==> src/rtl/display_scheduler_if.sv <==
// Byte-stream link from the display scheduler to a character sink.
interface display_scheduler_if;
    logic [7:0] tx_data;
    logic       tx_valid;
    logic       tx_ready;

    modport master (output tx_data, output tx_valid, input tx_ready);
    modport slave  (input tx_data, input tx_valid, output tx_ready);
endinterface

==> src/rtl/display_scheduler.sv <==
// Display scheduler: on a timer tick or an explicit request, snapshots the
// time/distance/speed digits and streams a fixed 20-character text frame
// "T=m:ss D=dddd S=ss\r\n" over a valid/ready byte link.
module display_scheduler #(
    parameter int unsigned REFRESH_CYCLES = 100000000
) (
    input  logic                       clk,
    input  logic                       reset,
    input  logic                       frame_req,
    input  logic                       clr_overrun,
    input  logic [6:0]                 mins,
    input  logic [6:0]                 tens,
    input  logic [6:0]                 ones,
    input  logic [6:0]                 distThousands,
    input  logic [6:0]                 distHundreds,
    input  logic [6:0]                 distTens,
    input  logic [6:0]                 distOnes,
    input  logic [6:0]                 speedTens,
    input  logic [6:0]                 speedOnes,
    display_scheduler_if.master        tx,
    output logic                       busy,
    output logic                       frame_done,
    output logic                       overrun
);
    typedef enum logic [1:0] {IDLE = 2'd0, LOAD = 2'd1, SEND = 2'd2, DONE = 2'd3} state_t;

    localparam logic [31:0] TIMER_LAST = (REFRESH_CYCLES == 0) ? 32'd0 : 32'(REFRESH_CYCLES - 1);
    localparam logic [4:0]  LAST_IDX   = 5'd19;
    localparam logic [6:0]  ASCII_ZERO = 7'h30;

    state_t          state_q, state_d;
    logic [31:0]     timer_q, timer_d;
    logic            tick, req, accept, tx_valid;
    logic            pending_q, pending_d;
    logic            overrun_q, overrun_d;
    logic [4:0]      idx_q, idx_d, idx_nxt;
    logic [7:0]      tx_data_q, tx_data_d, next_char;
    // Snapshot order: 0 mins, 1 tens, 2 ones, 3..6 distance (thousands..ones), 7..8 speed.
    logic [8:0][6:0] snap_q, snap_d;

    // Non-digit codes are shown as '?' so a bad source never corrupts the frame layout.
    function automatic logic [7:0] digit_char(input logic [6:0] d);
        if (d >= 7'h30 && d <= 7'h39) return {1'b0, d};
        else                          return 8'h3F;
    endfunction

    assign accept      = tx_valid & tx.tx_ready;
    assign tx.tx_valid = tx_valid;
    assign tx.tx_data  = tx_data_q;
    assign overrun     = overrun_q;

    // Free-running refresh timer; REFRESH_CYCLES of 0 leaves it parked with no ticks.
    always_comb begin
        tick    = 1'b0;
        timer_d = timer_q;
        if (REFRESH_CYCLES != 0) begin
            if (timer_q == TIMER_LAST) begin
                tick    = 1'b1;
                timer_d = 32'd0;
            end else begin
                timer_d = timer_q + 32'd1;
            end
        end
    end

    // Single-deep request latch; a request in LOAD refills the slot being consumed, so it is not lost.
    always_comb begin
        req       = tick | frame_req;
        pending_d = pending_q;
        if (req)                  pending_d = 1'b1;
        else if (state_q == LOAD) pending_d = 1'b0;
        overrun_d = overrun_q;
        if (req && pending_q && (state_q != LOAD)) overrun_d = 1'b1;
        else if (clr_overrun)                      overrun_d = 1'b0;
    end

    // Character following the current one in the frame.
    always_comb begin
        idx_nxt   = idx_q + 5'd1;
        next_char = 8'h00;
        case (idx_nxt)
            5'd0:  next_char = "T";
            5'd1:  next_char = "=";
            5'd2:  next_char = digit_char(snap_q[0]);
            5'd3:  next_char = ":";
            5'd4:  next_char = digit_char(snap_q[1]);
            5'd5:  next_char = digit_char(snap_q[2]);
            5'd6:  next_char = " ";
            5'd7:  next_char = "D";
            5'd8:  next_char = "=";
            5'd9:  next_char = digit_char(snap_q[3]);
            5'd10: next_char = digit_char(snap_q[4]);
            5'd11: next_char = digit_char(snap_q[5]);
            5'd12: next_char = digit_char(snap_q[6]);
            5'd13: next_char = " ";
            5'd14: next_char = "S";
            5'd15: next_char = "=";
            5'd16: next_char = digit_char(snap_q[7]);
            5'd17: next_char = digit_char(snap_q[8]);
            5'd18: next_char = 8'h0D;
            5'd19: next_char = 8'h0A;
            default: next_char = 8'h00;
        endcase
    end

    // Frame datapath: snapshot and restart in LOAD, advance one character per accepted byte.
    always_comb begin
        idx_d     = idx_q;
        tx_data_d = tx_data_q;
        snap_d    = snap_q;
        case (state_q)
            LOAD: begin
                idx_d     = 5'd0;
                tx_data_d = "T";
                snap_d    = {speedOnes, speedTens, distOnes, distTens,
                             distHundreds, distThousands, ones, tens, mins};
            end
            SEND: begin
                if (accept && (idx_q != LAST_IDX)) begin
                    idx_d     = idx_nxt;
                    tx_data_d = next_char;
                end
            end
            default: ;
        endcase
    end

    // FSM state register.
    always_ff @(posedge clk or negedge reset) begin
        if (!reset) state_q <= IDLE;
        else        state_q <= state_d;
    end

    // FSM next-state logic.
    always_comb begin
        state_d = state_q;
        case (state_q)
            IDLE: if (pending_q) state_d = LOAD;
            LOAD: state_d = SEND;
            SEND: if (accept && (idx_q == LAST_IDX)) state_d = DONE;
            DONE: state_d = IDLE;
            default: state_d = IDLE;
        endcase
    end

    // FSM outputs decoded from the state register.
    always_comb begin
        busy       = (state_q != IDLE);
        tx_valid   = (state_q == SEND);
        frame_done = (state_q == DONE);
    end

    // Timer, request flags and frame datapath registers.
    always_ff @(posedge clk or negedge reset) begin
        if (!reset) begin
            timer_q   <= 32'd0;
            pending_q <= 1'b0;
            overrun_q <= 1'b0;
            idx_q     <= 5'd0;
            tx_data_q <= 8'h00;
            snap_q    <= {9{ASCII_ZERO}};
        end else begin
            timer_q   <= timer_d;
            pending_q <= pending_d;
            overrun_q <= overrun_d;
            idx_q     <= idx_d;
            tx_data_q <= tx_data_d;
            snap_q    <= snap_d;
        end
    end
endmodule
==> src/flat_wrapper.sv <==
// flat-port wrapper written by rule: the top's interface ports become plain ports
module display_scheduler_flat 
#(
    parameter int unsigned REFRESH_CYCLES = 100000000
)
  (clk, reset, frame_req, clr_overrun, mins, tens, ones, distThousands, distHundreds, distTens, distOnes, speedTens, speedOnes, busy, frame_done, overrun, tx_tx_data, tx_tx_valid, tx_tx_ready);
  display_scheduler_if tx_i ();
  input  logic clk;
  input  logic reset;
  input  logic frame_req;
  input  logic clr_overrun;
  input  logic [6:0] mins;
  input  logic [6:0] tens;
  input  logic [6:0] ones;
  input  logic [6:0] distThousands;
  input  logic [6:0] distHundreds;
  input  logic [6:0] distTens;
  input  logic [6:0] distOnes;
  input  logic [6:0] speedTens;
  input  logic [6:0] speedOnes;
  output logic busy;
  output logic frame_done;
  output logic overrun;
  output wire logic [$bits(tx_i.tx_data)-1:0] tx_tx_data;
  output wire logic [$bits(tx_i.tx_valid)-1:0] tx_tx_valid;
  input wire logic [$bits(tx_i.tx_ready)-1:0] tx_tx_ready;
  assign tx_tx_data = tx_i.tx_data;
  assign tx_tx_valid = tx_i.tx_valid;
  assign tx_i.tx_ready = tx_tx_ready;
  display_scheduler #(.REFRESH_CYCLES(REFRESH_CYCLES)) u_core (.clk(clk), .reset(reset), .frame_req(frame_req), .clr_overrun(clr_overrun), .mins(mins), .tens(tens), .ones(ones), .distThousands(distThousands), .distHundreds(distHundreds), .distTens(distTens), .distOnes(distOnes), .speedTens(speedTens), .speedOnes(speedOnes), .tx(tx_i), .busy(busy), .frame_done(frame_done), .overrun(overrun));
endmodule
==> config.mk <==
export PLATFORM = sky130hd
export DESIGN_NAME = display_scheduler_flat
export DESIGN_NICKNAME = d
export VERILOG_FILES = /design/src/rtl/display_scheduler_if.sv /design/src/rtl/display_scheduler.sv /design/src/flat_wrapper.sv
export SDC_FILE = /design/constraint.sdc
export NUM_CORES = 1
export LEC_CHECK = 0
export ABC_AREA = 0
export ABC_CLOCK_PERIOD_IN_PS = 4290
export BUFFER_PORTS_ARGS = -buffer_cell sky130_fd_sc_hd__buf_2
export CAP_MARGIN = 40
export CORE_ASPECT_RATIO = 0.8
export CORE_MARGIN = 2
export CORE_UTILIZATION = 30
export CTS_CLUSTER_DIAMETER = 50
export CTS_CLUSTER_SIZE = 14
export DETAILED_ROUTE_END_ITERATION = 10
export PLACE_DENSITY = 0.44
export SYNTH_ARGS = -nofsm -noshare
export SYNTH_HDL_FRONTEND = slang
export SYNTH_SLANG_ARGS = --single-unit
==> constraint.sdc <==
create_clock -name clk -period 4.29 [get_ports clk]
set_input_delay 0.6435 -clock clk [delete_from_list [all_inputs] [get_ports clk]]
set_output_delay 0.6435 -clock clk [all_outputs]
set_load 0.05 [all_outputs]
==> run_summary.xml <==
<?xml version="1.0" encoding="UTF-8"?>
<metrics>
  <group name="synthesis">
    <metric name="netlist-cell-type-count" unit="">66</metric>
    <metric name="synthesis.yosys.warnings" unit="">0</metric>
    <metric name="synth_top_area_frac" unit="">0.399</metric>
    <metric name="postSynthAreaPerCell" unit="um2">10.6</metric>
    <metric name="ys_seq_elements" unit="">111</metric>
    <metric name="number_of_flops_mapped_to_enable_cells_by_yosys" unit="">0</metric>
    <metric name="synthTopCellsByArea" unit="">sky130_fd_sc_hd__dfrtp_1, sky130_fd_sc_hd__mux2_2, sky130_fd_sc_hd__dfstp_2</metric>
    <metric name="synthesis.nets" unit="">628</metric>
    <metric name="ys_dominant_reg_cell" unit="">sky130_fd_sc_hd__dfrtp_1</metric>
    <metric name="netlist_area" unit="um2">5830</metric>
    <metric name="yosysSeqAreaShare" unit="">0.480</metric>
    <metric name="asyncSetResetFlopFracSynth" unit="">1.00</metric>
    <metric name="postSynthCellCount" unit="">549</metric>
    <metric name="cell_taking_the_most_area_after_synthesis" unit="">sky130_fd_sc_hd__dfrtp_1</metric>
  </group>
  <group name="sta">
    <metric name="worstMarginPinSlew" unit="ps">886</metric>
    <metric name="finalHoldViolations" unit="">0</metric>
    <metric name="timing.final.setup_violations" unit="">0</metric>
    <metric name="finalSetupTns" unit="ps">0</metric>
    <metric name="fmax" unit="GHz">0.366</metric>
    <metric name="final.min_clock_period" unit="ps">2740</metric>
    <metric name="final.setup_skew" unit="ps">11.6</metric>
    <metric name="rsz0062_at_grt" unit="">no</metric>
    <metric name="relative_slew_slack" unit="">0.409</metric>
    <metric name="post-route-period-util" unit="">0.638</metric>
    <metric name="final_max_slew_viol_count" unit="">0</metric>
  </group>
  <group name="global_routing">
    <metric name="grt_usage" unit="">0.148</metric>
    <metric name="grt_first_pass_wirelength" unit="um">24000</metric>
    <metric name="grt_start_max_net_pins" unit="">67</metric>
    <metric name="overflow" unit="">0</metric>
    <metric name="antenna_found_initial" unit="">0</metric>
    <metric name="number_of_global_route_vias_before_repair" unit="">4367</metric>
  </group>
  <group name="floorplanning">
    <metric name="pin_count" unit="">80</metric>
    <metric name="core_area" unit="um2">19000</metric>
    <metric name="start_util" unit="">0.306</metric>
    <metric name="die_w" unit="um">160</metric>
    <metric name="chipHeight" unit="um">129</metric>
    <metric name="area_of_the_die" unit="um2">20600</metric>
    <metric name="core.rowCount" unit="">45</metric>
  </group>
  <group name="clocking">
    <metric name="post_cts_setup_repair_bufs" unit="">0</metric>
    <metric name="clockBufferDepth" unit="">2</metric>
    <metric name="clock_insertion_delay_worst_skew" unit="ps">370</metric>
    <metric name="post_cts.resized_instances" unit="">0</metric>
    <metric name="cts-root-buf" unit="">sky130_fd_sc_hd__clkbuf_16</metric>
    <metric name="ctsHoldBuffers" unit="">0</metric>
    <metric name="clock-sinks" unit="">111</metric>
    <metric name="numCtsBuffers" unit="">9</metric>
    <metric name="ctsHtreeMaxLevel" unit="">3</metric>
    <metric name="clkTransAtPathRegs" unit="ps">80</metric>
    <metric name="cts_tree" unit="">done</metric>
  </group>
  <group name="critical_path">
    <metric name="critPathArrivalTime" unit="ps">2980</metric>
    <metric name="critPathLaunchType" unit="">flip-flop</metric>
    <metric name="critPathCaptureType" unit="">flip-flop</metric>
    <metric name="required_time_reported_for_the_critical_path_endpoint" unit="ps">4540</metric>
    <metric name="reg2reg_depth" unit="">7</metric>
    <metric name="r2r_start" unit="">u_core.idx_q[3]</metric>
    <metric name="cp_max_fo" unit="">18</metric>
    <metric name="worst-r2r-setup-slack" unit="ps">1550</metric>
    <metric name="critical_path.reg2reg.endpoint" unit="">u_core.tx.tx_data[0]</metric>
    <metric name="timing_worst_setup_path_type" unit="">reg -&gt; reg</metric>
  </group>
  <group name="finish">
    <metric name="fin_nets" unit="">695</metric>
    <metric name="instances_no_fill" unit="">879</metric>
    <metric name="multiInputGateArea" unit="um2">2870</metric>
    <metric name="layout.cells.most_common_list" unit="">sky130_fd_sc_hd__dfrtp_1, sky130_fd_sc_hd__buf_2, sky130_fd_sc_hd__mux2_2, sky130_fd_sc_hd__nand2_1, sky130_fd_sc_hd__o21ai_0</metric>
    <metric name="area_growth" unit="%">15.8</metric>
    <metric name="final_common_cell" unit="">sky130_fd_sc_hd__dfrtp_1</metric>
    <metric name="final_layout_size_suffix_gt1_frac" unit="">0.311</metric>
    <metric name="sequential_cell_area" unit="um2">2800</metric>
    <metric name="antenna_cells_inserted" unit="">0</metric>
    <metric name="fillerInstances" unit="">1953</metric>
  </group>
  <group name="routing">
    <metric name="vias" unit="">4343</metric>
    <metric name="drt_iter0_markers" unit="">239</metric>
    <metric name="routed_wl" unit="um">14600</metric>
    <metric name="drt_drc_violations_left" unit="">0</metric>
    <metric name="avgRoutedWirePerCell" unit="um">16.6</metric>
    <metric name="drtPass1Iterations" unit="">4</metric>
    <metric name="route.antenna.remaining_nets" unit="">0</metric>
    <metric name="drt-vias-per-instance" unit="">4.94</metric>
  </group>
  <group name="place">
    <metric name="placement.io_buffers" unit="">78</metric>
    <metric name="dp.cells" unit="">863</metric>
    <metric name="dp_hpwl" unit="um">11000</metric>
    <metric name="final_gp_congestion" unit="">0.801</metric>
  </group>
  <group name="pwr">
    <metric name="power_density" unit="nW/um2">610</metric>
    <metric name="vdd_drop_max" unit="uV">230</metric>
    <metric name="power.static_leakage" unit="nW">2.79</metric>
  </group>
  <group name="flow_run">
    <metric name="max_cap_violations" unit="">0</metric>
  </group>
  <group name="min_path">
    <metric name="min_path_type" unit="">in -&gt; async</metric>
  </group>
  <group name="status">
    <metric name="run_status" unit="">complete, no violations</metric>
  </group>
</metrics>
==> registers in the layout, indices dropped and copies added (netlist names) <==
| name | count |
|---|---|
| u_core.overrun | 1 |
| u_core.state_q | 2 |
| u_core.snap_q | 63 |
| u_core.tx.tx_data | 7 |
| u_core.idx_q | 5 |
| u_core.timer_q | 32 |
| u_core.pending_q | 1 |
==> cells by family after synthesis <==
logic type / Yosys count / share of synthesized area
xor gates and xnor gates: 27 / 0.0406
other: 1 / 0.000643
and+or+nand+nor: 167 / 0.149
adders and majority gates: 11 / 0.0236
AOI/OAI and AO/OA: 129 / 0.149
DFF: 111 / 0.480
buffers and inverters: 36 / 0.0283
muxes: 67 / 0.129
==> stage by stage <==
step | setup slack [ps] | hold WS (ps) | util | total power [mW] | area, um2
floorplan | 2070 | 348 | - | 2.88 | 5830
global placement | 1570 | 464 | 0.339 | 3.27 | 6450
detailed placement | 1570 | 460 | 0.339 | 3.31 | 6450
CTS | 1560 | 414 | 0.355 | 4.19 | 6750
global route | 1230 | 451 | 0.355 | 4.43 | 6750
finish | 1550 | 384 | 0.355 | 4.12 | 6750
==> cells in the mapped netlist, drive strengths merged (11+ instances only) <==
| master | count |
|---|---|
| nand2 | 48 |
| xnor2 | 12 |
| a21oi | 13 |
| nor2 | 35 |
| o21ai | 49 |
| o31ai | 13 |
| nand3 | 14 |
| nand4 | 11 |
| dfrtp | 93 |
| xor2 | 15 |
| clkbuf | 16 |
| mux2 | 65 |
| ha | 11 |
| dfstp | 18 |
==> worst max-delay path: stages (launching register included) <==
cell and delay [ps]:
sky130_fd_sc_hd__dfrtp_1 770, sky130_fd_sc_hd__clkinv_2 250, sky130_fd_sc_hd__xnor2_1 360, sky130_fd_sc_hd__mux2_2 370, sky130_fd_sc_hd__a221o_1 360, sky130_fd_sc_hd__nor4_1 240
sky130_fd_sc_hd__and4_1 220, sky130_fd_sc_hd__o21ai_1 60
==> worst max-delay path by stage <==
stage,startpoint,to,slack [ps],depth (start not counted)
detailed placement,u_core.idx_q[3],u_core.tx.tx_data[0],1570,7
finish,u_core.idx_q[3],u_core.tx.tx_data[0],1550,7
CTS,u_core.idx_q[3],u_core.tx.tx_data[0],1560,7
global placement,u_core.idx_q[3],u_core.tx.tx_data[0],1570,7
global route,u_core.idx_q[0],u_core.tx.tx_data[3],1230,8
floorplan,u_core.idx_q[0],u_core.tx.tx_data[1],2070,9
==> report_power, final <==
group	internal (mW)	switching, mW
Sequential	1.47	0.277
Clock	0.416	0.437
Combinational	0.710	0.808
==> layer usage <==
| metal | track usage | vias up | part of all wire |
|---|---|---|---|
| met3 | 0.0342 | 9 | 0.045 |
| met5 | 0 | - | 0 |
| li1 | - | 2128 | - |
| met2 | 0.210 | 81 | 0.41 |
| met1 | 0.226 | 2125 | 0.53 |
| met4 | 0.0376 | 0 | 0.011 |
==> cell type report <==
type,instances,share of cell area
clock inverters,7,0.0111
multi-input cells,402,0.424
clock buffers,9,0.0334
well taps,258,0.0478
repair buffers,82,0.0627
inverters,10,0.00575
flip-flops and latches,111,0.415
Note: power is estimated with default switching activity, not from simulation.
